--- src/rtl/keypad_cntr.sv ---
// keypad_cntr: 4x4 matrix keypad scanner and debouncer with a rotating active-low column strobe.
// Define KEYPAD_REPEAT_EN to re-pulse key_valid while a key is held (auto-repeat).
module keypad_cntr #(
   parameter int unsigned SCAN_CYCLES  = 100000,
   parameter int unsigned DEB_SAMPLES  = 10,
   parameter int unsigned REPEAT_DELAY = 500,
   parameter int unsigned REPEAT_RATE  = 100
) (
   input  logic       clk,
   input  logic       reset_n,
   input  logic [3:0] row,
   output logic [3:0] col,
   output logic [3:0] key_value,
   output logic       key_valid,
   output logic       key_pressed
);

   localparam int unsigned DWELL_W = (SCAN_CYCLES > 2) ? $clog2(SCAN_CYCLES) : 1;
   localparam int unsigned DEB_W   = (DEB_SAMPLES > 2) ? $clog2(DEB_SAMPLES) : 1;

   localparam logic [DWELL_W-1:0] DWELL_LAST = DWELL_W'(SCAN_CYCLES - 1);
   localparam logic [DEB_W-1:0]   DEB_LAST   = DEB_W'(DEB_SAMPLES - 1);
   localparam logic [DEB_W-1:0]   DEB_PRE    = DEB_W'(DEB_SAMPLES - 2);

   // Reject configurations below the documented minimums at elaboration.
   if (SCAN_CYCLES < 4 || DEB_SAMPLES < 2 || REPEAT_DELAY < 1 || REPEAT_RATE < 1) begin : g_bad_cfg
      $error("keypad_cntr: parameter below its minimum");
   end

   typedef enum logic [1:0] {
      SCAN     = 2'd0,
      DEBOUNCE = 2'd1,
      PRESSED  = 2'd2
   } state_t;

   state_t             state_q, state_d;
   logic [3:0]         sync1_q, rs_q;
   logic [DWELL_W-1:0] dwell_q, dwell_d;
   logic [3:0]         col_q, col_d;
   logic [1:0]         cidx_q, cidx_d;
   logic [1:0]         ridx_q, ridx_d;
   logic [DEB_W-1:0]   deb_q, deb_d;
   logic [DEB_W-1:0]   rel_q, rel_d;
   logic [3:0]         key_value_q, key_value_d;
   logic               key_valid_q, key_valid_d;
   logic               key_pressed_q, key_pressed_d;

   logic               sample_c;
   logic               row_low_c;
   logic               rotate_c;
   logic [1:0]         first_row_c;

`ifdef KEYPAD_REPEAT_EN
   localparam int unsigned HOLD_MAX = (REPEAT_DELAY > REPEAT_RATE) ? REPEAT_DELAY : REPEAT_RATE;
   localparam int unsigned HOLD_W   = (HOLD_MAX > 1) ? $clog2(HOLD_MAX + 1) : 1;
   localparam logic [HOLD_W-1:0] HOLD_FIRST = HOLD_W'(REPEAT_DELAY);
   localparam logic [HOLD_W-1:0] HOLD_NEXT  = HOLD_W'(REPEAT_RATE);

   logic [HOLD_W-1:0] hold_q, hold_d;
   logic [HOLD_W-1:0] hold_inc_c;
   logic              rep_q, rep_d;

   assign hold_inc_c = hold_q + HOLD_W'(1);
`endif

   assign sample_c  = (dwell_q == DWELL_LAST);
   assign row_low_c = ~rs_q[ridx_q];

   // Lowest-indexed low row wins when several rows return at once.
   always_comb begin
      first_row_c = 2'd0;
      for (int i = 3; i >= 0; i--) begin
         if (!rs_q[i]) first_row_c = 2'(i);
      end
   end

   always_comb begin
      state_d       = state_q;
      dwell_d       = sample_c ? '0 : dwell_q + DWELL_W'(1);
      col_d         = col_q;
      cidx_d        = cidx_q;
      ridx_d        = ridx_q;
      deb_d         = deb_q;
      rel_d         = rel_q;
      key_value_d   = key_value_q;
      key_valid_d   = 1'b0;
      key_pressed_d = key_pressed_q;
      rotate_c      = 1'b0;
`ifdef KEYPAD_REPEAT_EN
      hold_d        = hold_q;
      rep_d         = rep_q;
`endif

      case (state_q)
         SCAN: begin
            if (sample_c) begin
               if (rs_q == 4'hF) begin
                  rotate_c = 1'b1;
               end else begin
                  ridx_d  = first_row_c;
                  deb_d   = '0;
                  state_d = DEBOUNCE;
               end
            end
         end

         DEBOUNCE: begin
            if (sample_c) begin
               if (row_low_c) begin
                  deb_d = deb_q + DEB_W'(1);
                  if (deb_q == DEB_PRE) begin
                     state_d       = PRESSED;
                     key_value_d   = {ridx_q, cidx_q};
                     key_valid_d   = 1'b1;
                     key_pressed_d = 1'b1;
                     rel_d         = '0;
`ifdef KEYPAD_REPEAT_EN
                     hold_d        = '0;
                     rep_d         = 1'b0;
`endif
                  end
               end else begin
                  state_d  = SCAN;
                  rotate_c = 1'b1;
               end
            end
         end

         PRESSED: begin
            if (sample_c) begin
               if (!row_low_c) begin
`ifdef KEYPAD_REPEAT_EN
                  hold_d = '0;
                  rep_d  = 1'b0;
`endif
                  if (rel_q == DEB_LAST) begin
                     key_pressed_d = 1'b0;
                     rel_d         = '0;
                     state_d       = SCAN;
                     rotate_c      = 1'b1;
                  end else begin
                     rel_d = rel_q + DEB_W'(1);
                  end
               end else begin
                  rel_d = '0;
`ifdef KEYPAD_REPEAT_EN
                  // First repeat after REPEAT_DELAY held samples, then every REPEAT_RATE.
                  if ((!rep_q && hold_inc_c == HOLD_FIRST) || (rep_q && hold_inc_c == HOLD_NEXT)) begin
                     key_valid_d = 1'b1;
                     hold_d      = '0;
                     rep_d       = 1'b1;
                  end else begin
                     hold_d = hold_inc_c;
                  end
`endif
               end
            end
         end

         default: begin
            state_d = SCAN;
         end
      endcase

      if (rotate_c) begin
         col_d  = {col_q[2:0], col_q[3]};
         cidx_d = cidx_q + 2'd1;
      end
   end

   always_ff @(posedge clk or negedge reset_n) begin
      if (!reset_n) begin
         state_q       <= SCAN;
         sync1_q       <= 4'hF;
         rs_q          <= 4'hF;
         dwell_q       <= '0;
         col_q         <= 4'b1110;
         cidx_q        <= 2'd0;
         ridx_q        <= 2'd0;
         deb_q         <= '0;
         rel_q         <= '0;
         key_value_q   <= 4'd0;
         key_valid_q   <= 1'b0;
         key_pressed_q <= 1'b0;
`ifdef KEYPAD_REPEAT_EN
         hold_q        <= '0;
         rep_q         <= 1'b0;
`endif
      end else begin
         state_q       <= state_d;
         sync1_q       <= row;
         rs_q          <= sync1_q;
         dwell_q       <= dwell_d;
         col_q         <= col_d;
         cidx_q        <= cidx_d;
         ridx_q        <= ridx_d;
         deb_q         <= deb_d;
         rel_q         <= rel_d;
         key_value_q   <= key_value_d;
         key_valid_q   <= key_valid_d;
         key_pressed_q <= key_pressed_d;
`ifdef KEYPAD_REPEAT_EN
         hold_q        <= hold_d;
         rep_q         <= rep_d;
`endif
      end
   end

   assign col         = col_q;
   assign key_value   = key_value_q;
   assign key_valid   = key_valid_q;
   assign key_pressed = key_pressed_q;

endmodule

--- config.mk ---
export PLATFORM = sky130hd
export DESIGN_NAME = keypad_cntr
export DESIGN_NICKNAME = d
export VERILOG_FILES = /design/src/rtl/keypad_cntr.sv
export SDC_FILE = /design/constraint.sdc
export NUM_CORES = 1
export LEC_CHECK = 0
export ABC_AREA = 1
export BUFFER_PORTS_ARGS = -buffer_cell sky130_fd_sc_hd__clkbuf_2
export CORE_MARGIN = 2
export CORE_UTILIZATION = 35
export CTS_BUF_LIST = sky130_fd_sc_hd__clkbuf_4 sky130_fd_sc_hd__clkbuf_8
export CTS_CLUSTER_DIAMETER = 120
export CTS_CLUSTER_SIZE = 30
export DETAILED_ROUTE_END_ITERATION = 8
export PLACE_DENSITY = 0.49
export SETUP_SLACK_MARGIN = 0.1
export SLEW_MARGIN = 20
export SYNTH_ARGS = -nofsm -noshare
export SYNTH_HDL_FRONTEND = slang
export SYNTH_SLANG_ARGS = --single-unit
--- constraint.sdc ---
create_clock -name clk -period 2.5 [get_ports clk]
set_input_delay 0.25 -clock clk [delete_from_list [all_inputs] [get_ports clk]]
set_output_delay 0.25 -clock clk [all_outputs]
set_load 0.005 [all_outputs]
-- Word level (Yosys, flattened, before mapping)
Index checks and enable logic that the tools add are counted.
- register bits after elaboration: 49
- bits of input ports: 6
- output and inout bits: 10
- add/subtract/negate cells: 4
- $lt $le $gt $ge: 1
- equal/unequal tests: 15
- multiplexer cells: 47
- bitwise operators: 2
- reduce and logical (&&, ||, !) cells: 9
- operators by type and width (kind ; number):
    two-way mux 4 bit ; 10
    two-way mux 2 bit ; 12
    two-way mux 1 bit ; 18
    adder 17 x 1 -> 17 bit (second input constant) ; 1
    == test 17 bit (second input constant) ; 1
    two-way mux 17 bit ; 1
    != test 2 bit (second input constant) ; 8
    one-hot mux 4 bit (2 select lines) ; 2
    AND reduction 7 bit ; 2
    == test 4 bit (second input constant) ; 3
    AND reduction 5 bit ; 2
    adder 4 x 1 -> 4 bit (second input constant) ; 2
    one-hot mux 2 bit (3 select lines) ; 1
    AND reduction 4 bit ; 1
    nonzero test 2 bit ; 2
    < comparator 2 x 3 -> 1 bit (second input constant) ; 1
    != test 3 bit (second input constant) ; 1
    one-hot mux 1 bit (3 select lines) ; 1
    AND reduction 3 bit ; 1
    adder 2 x 1 -> 2 bit (second input constant) ; 1
    binary-select mux 1 bit (select 2 bit) ; 1
    == test 2 x 1 -> 1 bit (second input constant) ; 1
    == test 2 bit (second input constant) ; 1
    logical NOT 2 bit ; 1
    other kinds (2) ; 3

-- Logic depth before layout (Yosys ltp)
Gate-level depths: netlist (run 1).
- depth after elaboration: 5
- gate-level depth with buffers: 12

-- Worst setup path before layout (run 1)
OpenSTA, ideal clock, no wires.
- path kind: register -> register
- start point: reg state_q[0]
- end point: reg rel_q[1]
- arrival time: 1.398 ns
- data required time: 2.380 ns
- slack: 0.982 ns
- stages on the path, launching flop included: 13
- buffers on the path: 0
- clock period less this slack: 1.518 ns
- cell sequence: dfrtp_1 -> inv_1 -> ha_1 -> inv_1 -> nand2_1 -> a21boi_1 -> nand2_1 -> inv_2 -> nand2_2 -> inv_2 -> nand2_1 -> o21ai_0 -> inv_1
- longest elaborated chain between the ends: 3
- ends and longest elaborated chain (what ; line ; RTL):
    start: declaration ; 36 ; state_t state_q, state_d;
    start signal: assignment ; 190 ; state_q <= state_d;
    == test 2 x 1 -> 1 bit / == test 2 bit (equally long branches) ; 94 ; case (state_q)
    != test 2 bit (no source line) / nonzero test 2 bit (equally long branches) ; n/a ;
    AND reduction 5 bit (no source line) ; n/a ;
    end signal: assignment ; 198 ; rel_q <= rel_d;
    end: declaration ; 43 ; logic [DEB_W-1:0] rel_q, rel_d;
Parallel ways exist; a longest one is shown, timed or not.
A chain may end at the register's enable or synchronous reset.

-- Worst setup path after layout (run 1)
Same ends and word-level chain as after synthesis.

==> run metrics, run 1 <==
fmax 575.3 MHz; final worst setup slack 761.9 ps; Filler Cell Count 686; # port buffers 15; initial antenna violation count 0; number of global-route vias before repair 1909; htree depth 2; Die Y 88.87 um; nets 345; Final Setup Violations 0; Starting DRT DRC Count 116; Crit-path slowest cell dfrtp_1; final-report max-slew violation count 0; clock sink count 49; FF+latch count, synth 49; post-CTS setup buffer count 0; I/O Pins 16; Syn Inst Count 303; Post-CTS Hold Buffers 5; Hold Crit Class register to register; Setup TNS 0 ps; YS warnings 0; # rows 30; Avg Vias per Cell 4.541; RSZ-0062 raised after global routing no; First-pass DRT Iterations 4; EDFF count, synth 0; Place WS 777.7 ps; relative slew slack 0.5917; worst-margin pin slew 612.5 ps; Placer Congestion 0.8086; Die Wd 88.87 um; CP max FO 5; Unique masters post-synth 28; Worst-Skew Late Latency 310 ps; final worst-path cycle share 0.6952; top area cells in the synthesized netlist dfrtp_1 (38%), dfstp_2 (11%), nand2_1 (10%), inv_1 (6.3%), nor2_1 (4.0%); count of final hold-check violations 0; CTS resizes 0; total power 1.355 mW; Crit path largest cell delay 430 ps; CTS tree yes; worst path cell trace inv_1 -> ha_1 -> inv_1 -> nand2_1 -> a21boi_1 -> nand2_1 -> inv_2 -> nand2_2 -> inv_2 -> nand2_1 -> o21ai_0 -> inv_1; worst setup path category register to register; antenna viol nets, final 0; Critical Path RT 2700 ps; Netlist Area Pre-Place 0.002521 mm^2; Post-Syn Nets 316; Syn-to-layout area delta 14.24%; startpoint types register; Crit path arrival time 1930 ps; Congestion Overflow GR 0; Inserted Diodes 0; Reg clk slew, reported paths 100 ps; largest net degree at the start of global routing 25; Tmin final 1738 ps; Power Density 470.5 mW/mm^2; drt total wl 4983 um; status completed; DPL Wire Length 3688 um; Synth top area share 0.3772; sequential-to-total area share from yosys stat 0.4918; # DRC 0; Final Skew 13.21 ps; Multi-input gate area 0.001089 mm^2; max-cap violations 0; total core area 0.006869 mm^2; commonest cells after routing, fill and taps aside nand2_1 (67), inv_1 (42), dfrtp_1 (38), nor2_1 (27), nand3_1 (20); Main synth FF type dfrtp_1; Leakage 1.475 nW; TritonCTS buffer count 5; root buffer cell clkbuf_8; Async SR Flop Fraction 1.000; register area 0.001240 mm^2; Worst VDD drop 0.2823 mV; CP Capture Type register; wire per inst 11.62 um; clock tree buffer depth 2; most common cell after layout, fill and taps aside nand2_1; vias post-DR 1948; Post-Syn Area per Cell 8.321 um^2; first-pass GRT wire length 8983 um; DIE AREA 0.007898 mm^2; area leader, netlist dfrtp_1; initial core utilization 0.3670; Total Routing Usage GR 0.1464; layout cells sized above 1 0.2192
==> cells by family after synthesis <==
family | Yosys count | synth area share
and+or+nand+nor | 156 | 0.3047
buffers and inverters | 51 | 0.07642
DFF | 49 | 0.4918
AOI/OAI and AO/OA | 35 | 0.07494
adders and majority gates | 7 | 0.03474
xor gates and xnor gates | 5 | 0.01737
==> metrics by stage <==
step                instances  instance area [um^2]  utilization  hold WS, ps
floorplan                 303                  2521            -       -45.59
global placement          416                  2731       0.3976        296.7
detailed placement        416                  2731       0.3976        297.6
CTS                       429                  2880       0.4193        362.3
global route              429                  2880       0.4193        364.1
finish                    429                  2880       0.4193        360.6
==> path summary, 6_finish.rpt <==
| path | from | end | slack (ps) | depth (start not counted) |
|---|---|---|---|---|
| max in group asynchronous | reset_n | col[3] | 1330 | 3 |
| min reg2reg | sync1_q[0] | rs_q[0] | 360 | 0 |
| max | state_q[0] | rel_q[1] | 760 | 12 |
| min in group asynchronous | reset_n | dwell_q[3] | 470 | 2 |
| max reg2reg | state_q[0] | rel_q[1] | 760 | 12 |
| min | sync1_q[0] | rs_q[0] | 360 | 0 |
==> cells in the mapped netlist (all sizes together) (3+ instances only) <==
| cell | n |
|---|---|
| a21oi | 6 |
| a31oi | 3 |
| dfrtp | 38 |
| dfstp | 11 |
| ha | 7 |
| inv | 50 |
| nand2 | 79 |
| nand3 | 25 |
| nand4 | 6 |
| nor2 | 37 |
| nor3 | 6 |
| o21ai | 22 |
| xor2 | 5 |
==> registers in the layout, summed over array words and instances, names as in the netlist <==
signal / flops
col: 4
rel_q: 4
key_valid: 1
deb_q: 4
key_value: 4
cidx_q: 2
rs_q: 4
state_q: 2
sync1_q: 4
ridx_q: 2
dwell_q: 17
key_pressed: 1
==> layout make-up <==
cell class	count	area share
Tap cell	96	0.04170
Inverter	51	0.06690
Timing Repair Buffer	22	0.04865
Clock buffer	6	0.02867
Sequential cell	49	0.4305
Clock inverter	2	0.005647
Multi-Input combinational cell	203	0.3779
==> routing by layer <==
layer	wire length, um	track usage	vias up
met4	73	0.05372	0
met1	2602	0.2155	898
li1	-	-	1009
met5	0	0	-
met2	2139	0.2123	36
met3	167	0.02985	5
==> power by group <==
group / total, mW / switching [mW] / internal, mW
clock: 0.512 / 0.283 / 0.228
combinational: 0.0359 / 0.0236 / 0.0123
sequential: 0.808 / 0.00345 / 0.804
total: 1.36 / 0.310 / 1.04
==> critical path, delay by kind of cell, from the launching register on <==
family	cells	cell delay, ps
flip-flops	1	430
adder cells (fa/ha/maj)	1	240
AND/OR/NAND/NOR	4	310
AO/OA/AOI/OAI	2	230
buffers and inverters	5	430
(Power assumes the default switching activity.)
==> run 2: changes to the inputs <==
- clock period: 2.5 -> 1.65 ns (I/O delays scaled with it)
==> run 2 against run 1 <==
  * First-iteration DRC count decreased by 28%
  * Worst setup slack lost 660 ps
  * Cell count rose by 5.6%
  * Sequential cell count did not move
  * Sequential power is 51% higher
  * Non-clock buffer count grew 23
  * Register-to-register slack got worse by 660 ps
  * Maximum frequency rose by 12%
  * Combinational power rose by 66%
  * Worst hold slack worse by 20 ps
  * Critical endpoint is now state_q[0]
  * Largest cell class is now multi-input combinational cells
  * Largest power group unchanged
==> run metrics, run 2 (synthesis results as in run 1) <==
number of global-route vias before repair 2007 (+5.1%); final-report max-slew violation count 0 (unchanged); First-pass DRT Iterations 4 (unchanged); Critical Path End state_q[0]; worst-case reg-to-reg path depth 10 (-2); first-pass GRT wire length 9059 um (+0.85%); Worst path depth 10 (-2); largest net degree at the start of global routing 35 (+40%); R2R Path End state_q[0]; DIE AREA 0.007898 mm^2 (unchanged); Psw 0.4843 mW (+56%); Avg Vias per Cell 4.620 (+1.8%); Switching Share 0.2381 (+0.009066); wire per inst 11.26 um (-3.0%); Congestion Overflow GR 0 (unchanged); CTS tree yes; RSZ-0062 raised after global routing yes; count of final hold-check violations 0 (unchanged); Crit path arrival time 1740 ps (-190 ps); final worst-path cycle share 0.9375 (+0.2423); final worst setup slack 103.1 ps (-658.8 ps); initial antenna violation count 0 (unchanged); Sequential Power Share 0.602 (+0.006); Filler Cell Count 653 (-4.8%); initial core utilization 0.3670 (unchanged); dpl cell area 0.002804 mm^2 (+2.7%); htree depth 2 (unchanged); max FFs per register 17 (unchanged); Total Routing Usage GR 0.1469 (+0.0004886); worst path cell trace ha_2 -> nand2_2 -> inv_4 -> nand2_4 -> nor2_4 -> nand2_4 -> o21ai_0 -> nand3b_1 -> nand2_1 -> o21ai_1; Combinational Power Share 0.029 (+0.003); Inserted Diodes 0 (unchanged); antenna viol nets, final 0 (unchanged); max-cap violations 0 (unchanged); crit path launch dwell_q[1]; # DRC 0 (unchanged); post-route cell area 0.003242 mm^2 (+13%); Power Density 627.3 mW/mm^2 (+33%); Clk pwr share 0.369 (-0.009); # port buffers 15 (unchanged); Worst VDD drop 0.3954 mV (+40%); nets 369 (+7.0%); startpoint types register; Reg clk slew, reported paths 100 ps (about the same); worst setup path category register to register; commonest cells after routing, fill and taps aside nand2_1 (61), inv_1 (38), dfrtp_1 (37), buf_4 (23), nor2_1 (20); P_int 1.549 mW (+48%); Place WS 25.64 ps (-752.1 ps); relative slew slack 0.6858 (+0.09410); Die Y 88.87 um (unchanged); DPL Wire Length 3619 um (-1.9%); WP buf/inv 1 (-4); Tmin final 1547 ps (-191.2 ps); # rows 30 (unchanged); Die Wd 88.87 um (unchanged); Crit path top cell by count nand2_4; crit-path leading delay family simple AND/OR/NAND/NOR gates; WHS 340.5 ps (-20.09 ps); Placer Congestion 0.8250 (+2.0%); Final Skew 7.007 ps (-6.205 ps); Starting DRT DRC Count 84 (-28%); total core area 0.006869 mm^2 (unchanged); CP max FO 6 (+1); worst-margin pin slew 471.4 ps (-141.2 ps); Worst-Skew Late Latency 300 ps (about the same); worst reg2reg path startpoint dwell_q[1]; root buffer cell clkbuf_8; Crit path largest cell delay 380 ps (-50 ps); vias post-DR 2093 (+7.4%); status completed; Hold Crit Class input port to asynchronous set/reset pin; I/O Pins 16 (unchanged); layout cells sized above 1 0.3641 (+0.1449); Leakage 1.622 nW (+10%); drt total wl 5102 um (+2.4%); Crit-path slowest cell dfrtp_1; Final Setup Violations 0 (unchanged); clock sink count 49 (unchanged); Critical Path RT 1840 ps (-860 ps); Core Util, Final 0.4719 (+0.05264); Top reg by flops dwell_q; TritonCTS buffer count 5 (unchanged); clock tree buffer depth 2 (unchanged); fmax 646.4 MHz (+12%); most common cell after layout, fill and taps aside nand2_1; flop2flop setup slack 100 ps (-660 ps); CP Capture Type register; Syn-to-layout area delta 28.59%
run 2: cell count changes in the layout (fill, tap and decap cells not counted), moves of 4 or more:
cell | before | now
buf_4 | 2 | 23
nor2_1 | 27 | 20
nand2_1 | 67 | 61
nor2_2 | 4 | 10
o21ai_0 | 15 | 9
ha_1 | 7 | 3
inv_1 | 42 | 38
nand2_4 | 2 | 6
nand3_1 | 20 | 16
run 2: how the worst min path moves through the flow:
stage,from,endpoint,slack [ps]
floorplan,reset_n,cidx_q[0],-130
global placement,reset_n,dwell_q[3],130
detailed placement,reset_n,dwell_q[3],140
CTS,reset_n,dwell_q[3],340
global route,reset_n,dwell_q[4],370
finish,reset_n,dwell_q[4],340
run 2: layout make-up:
| cell class | count | area, um^2 | area share |
|---|---|---|---|
| inverter | 51 | 200.2 | 0.06175 |
| timing repair buffer | 45 | 329.1 | 0.1015 |
| multi-input combinational | 204 | 1256 | 0.3875 |
| sequential | 49 | 1241 | 0.3829 |
| clock inverter | 3 | 26.28 | 0.008105 |
| tap | 96 | 120.1 | 0.03705 |
| clock buffer | 5 | 68.82 | 0.02123 |
run 2: layer usage:
metal / part of all wire / global-route usage / wire, um / vias up
met5: 0 / 0 / 0 / -
met4: 0.0084 / 0.05785 / 43 / 0
met3: 0.032 / 0.02146 / 164 / 2
met2: 0.45 / 0.2171 / 2306 / 33
met1: 0.51 / 0.2157 / 2586 / 990
li1: - / - / - / 1068
run 2: power by group through the flow:
| stage | Sequential, mW | Combinational, mW | Clock [mW] |
|---|---|---|---|
| floorplan | 1.24 | 0.0110 | 0 |
| global placement | 1.25 | 0.0508 | 0 |
| detailed placement | 1.25 | 0.0510 | 0 |
| CTS | 1.22 | 0.0603 | 0.784 |
| global route | 1.23 | 0.0693 | 0.833 |
| finish | 1.22 | 0.0597 | 0.750 |
run 2: what timing repair did:
action,in CTS,in global routing
cloned,0,1
buffers inserted,4,11
setup endpoints to repair,17,29
pin swaps,2,12
resized for setup,12,42
hold buffers,5,0
hold endpoints to repair,19,0
run 2: through the flow:
| stage | TNS, ps | cells | power, mW |
|---|---|---|---|
| final | 0 | 453 | 2.034 |
| after global routing | -48.09 | 453 | 2.128 |
| after CTS | 0 | 441 | 2.069 |
| after detailed placement | 0 | 424 | 1.297 |
| after global placement | 0 | 424 | 1.297 |
| after floorplan | 0 | 303 | 1.256 |
==> run 3: changes to the inputs <==
- ABC_AREA: 1 -> unset
- PLACE_DENSITY: 0.49 -> unset
- PLACE_DENSITY_LB_ADDON: unset -> 0.15
==> run 3 against run 2 <==
  * The flow now finishes with violations (negative setup slack)
  * Critical path depth down 6
  * First-iteration DRC count shrank 36%
  * Power about the same
  * Synthesized cell count decreased by 31%
  * Global-route usage is 0.16 points higher
  * Via count down 12%
  * Clock-buffer cell count stayed put
  * Largest cell class is now sequential cells
==> run metrics, run 3 <==
status finished, violations left; violated checks negative setup slack; flop2flop setup slack -600 ps (-710 ps); Core Util, Final 0.5408 (+0.06887); Hold Crit Class register to register; Congestion Overflow GR 0 (unchanged); Placer Congestion 0.7467 (-9.5%); top area cells in the synthesized netlist dfrtp_1 (40%), dfstp_2 (12%), xnor2_1 (4.4%), mux2_2 (3.8%), ha_1 (3.7%); EDFF count, synth 0 (unchanged); Psw 0.4736 mW (-2.2%); Netlist Area Pre-Place 0.002364 mm^2 (-6.3%); Avg Vias per Cell 4.772 (+3.3%); CP Capture Type register; final worst setup slack -603.4 ps (-706.4 ps); most used routing layer met2; worst-margin pin slew 323.1 ps (-148.3 ps); Hold Crit Depth 0; YS warnings 0 (unchanged); commonest cells in the netlist dfrtp_1 (38), nand2_1 (16), nor2_1 (16); initial antenna violation count 0 (unchanged); Total Routing Usage GR 0.1484 (+0.001574); Critical Path RT 1850 ps (about the same); Final Skew 8.296 ps (+1.289 ps); clock sink count 49 (unchanged); P_int 1.561 mW (+0.73%); number of global-route vias before repair 1872 (-6.7%); final worst-path cycle share 1.366 (+0.4281); # rows 29 (-3.3%); antenna viol nets, final 0 (unchanged); startpoint types register; relative slew slack 0.7817 (+0.09592); Crit path arrival time 2450 ps (+710 ps); Starting DRT DRC Count 54 (-36%); worst setup path category register to register; worst-case reg-to-reg path depth 4 (-6); root buffer cell clkbuf_8; largest net degree at the start of global routing 50 (+43%); most common cell after layout, fill and taps aside buf_4; Inserted Diodes 0 (unchanged); fmax 443.8 MHz (-31%); Final Setup Violations 35 (+35); I/O Pins 16 (unchanged); R2R Path End col[0]; vias post-DR 1842 (-12%); layout cells sized above 1 0.4822 (+0.1181); CTS tree yes; max-cap violations 0 (unchanged); # DRC 0 (unchanged); CP max FO 5 (-1); wire per inst 12.98 um (+15%); Combinational Power Share 0.036 (+0.007); post-route cell area 0.003473 mm^2 (+7.1%); Die Y 86.18 um (-3.0%); hold worst-path end rs_q[0]; total core area 0.006422 mm^2 (-6.5%); met1 GRT Util 0.2026 (-0.01317); first-pass GRT wire length 8756 um (-3.3%); Unique masters post-synth 48 (+71%); Filler Cell Count 573 (-12%); nets 321 (-13%); Reg clk slew, reported paths 100 ps (about the same); max FFs per register 17 (unchanged); WHS 358.7 ps (+18.18 ps); Synth top area share 0.4023 (+0.02516); final-report max-slew violation count 0 (unchanged); clock tree buffer depth 2 (unchanged); area leader, netlist dfrtp_1; Post-Syn Nets 222 (-30%); initial core utilization 0.3680 (+0.0009800); count of final hold-check violations 0 (unchanged); grt met3 use 0.02857 (+0.007116); DPL Wire Length 3417 um (-5.6%); Power Density 585.7 mW/mm^2 (-6.6%); Die Wd 86.18 um (-3.0%); Post-Syn Area per Cell 11.31 um^2 (+36%); Hold Path Origin sync1_q[0]; Top reg by flops dwell_q; Clk pwr share 0.363 (-0.006); commonest cells after routing, fill and taps aside buf_4 (63), dfrtp_1 (38), nand2_1 (15), nor2_1 (15), clkbuf_2 (15); Worst-Skew Late Latency 300 ps (about the same); Leakage 1.658 nW (+2.2%); drt total wl 5010 um (-1.8%); Switching Share 0.2328 (-0.005300); First-pass DRT Iterations 4 (unchanged); TritonCTS buffer count 5 (unchanged); Syn-to-layout area delta 46.96%; Sequential Power Share 0.601 (about the same); Tmin final 2253 ps (+706.4 ps); RSZ-0062 raised after global routing yes; sequential-to-total area share from yosys stat 0.5246 (+0.03280); GRT met2 Usage 0.2445 (+0.02744); dpl cell area 0.003027 mm^2 (+7.9%); most common cell in the netlist dfrtp_1; Main synth FF type dfrtp_1; total power 2.034 mW (about the same); htree depth 2 (unchanged); DIE AREA 0.007426 mm^2 (-6.0%); Worst VDD drop 0.3761 mV (-4.9%); FF+latch count, synth 49 (unchanged); worst reg2reg path startpoint dwell_q[14]; Syn Inst Count 209 (-31%); # port buffers 15 (unchanged); Async SR Flop Fraction 1.000 (unchanged)
[run 3: area by class of cell]
type | count | area [um^2] | share of cell area
clock inverter | 3 | 26.28 | 0.007565
sequential | 49 | 1240 | 0.3570
clock buffer | 5 | 68.82 | 0.01981
inverter | 10 | 37.54 | 0.01081
tap | 77 | 96.34 | 0.02774
timing repair buffer | 96 | 795.8 | 0.2291
multi-input combinational | 146 | 1209 | 0.3480
[run 3: cell families after synthesis]
logic type,share of synthesized area
muxes,0.07729
DFF,0.5246
and+or+nand+nor,0.1980
adders and majority gates,0.03705
AOI/OAI and AO/OA,0.07411
xor gates and xnor gates,0.06300
buffers and inverters,0.02594
[run 3: worst max path at each step]
stage | from | depth (start not counted) | end
floorplan | dwell_q[14] | 5 | col[0]
global placement | dwell_q[14] | 4 | col[0]
CTS | dwell_q[14] | 4 | col[0]
finish | dwell_q[14] | 4 | col[0]
detailed placement | dwell_q[14] | 4 | col[0]
global route | dwell_q[14] | 8 | deb_q[3]
[run 3: metal layers]
layer  part of all wire  vias up
met1               0.47      883
met5                  0        -
met4             0.0092        0
met2               0.50       16
met3              0.021        5
li1                   -      938
[run 3: power by group through the flow]
stage | Sequential (mW) | Clock [mW] | Combinational [mW]
3_3_place_gp | 1.24 | 0 | 0.0649
3_5_place_dp | 1.25 | 0 | 0.0648
4_1_cts | 1.22 | 0.785 | 0.0755
5_1_grt | 1.22 | 0.821 | 0.0844
6_report | 1.22 | 0.738 | 0.0735
2_1_floorplan | 1.25 | 0 | 0.0111
[run 3: repair_timing]
item	4_1_cts	5_1_grt
setup endpoints to repair	35	35
gates resized for setup	24	23
gates cloned	1	0
hold buffers	5	0
hold endpoints to repair	42	0
setup buffers	6	3
pin swaps	5	9
[run 3: stage by stage]
stage | setup slack, ps | TNS [ps] | cells
6_report | -603.4 | -14350 | 386
5_1_grt | -680.3 | -17440 | 386
4_1_cts | -607.8 | -14360 | 384
3_5_place_dp | -702.4 | -13640 | 364
3_3_place_gp | -696.9 | -13530 | 364
2_1_floorplan | -707.0 | -14190 | 209
[run 3: worst max-delay path, cell delays in order, from the launching register on]
cell and delay (ps):
dfrtp_1 390, or4_4 530, or4_4 490, or3_4 430, mux2_4 310
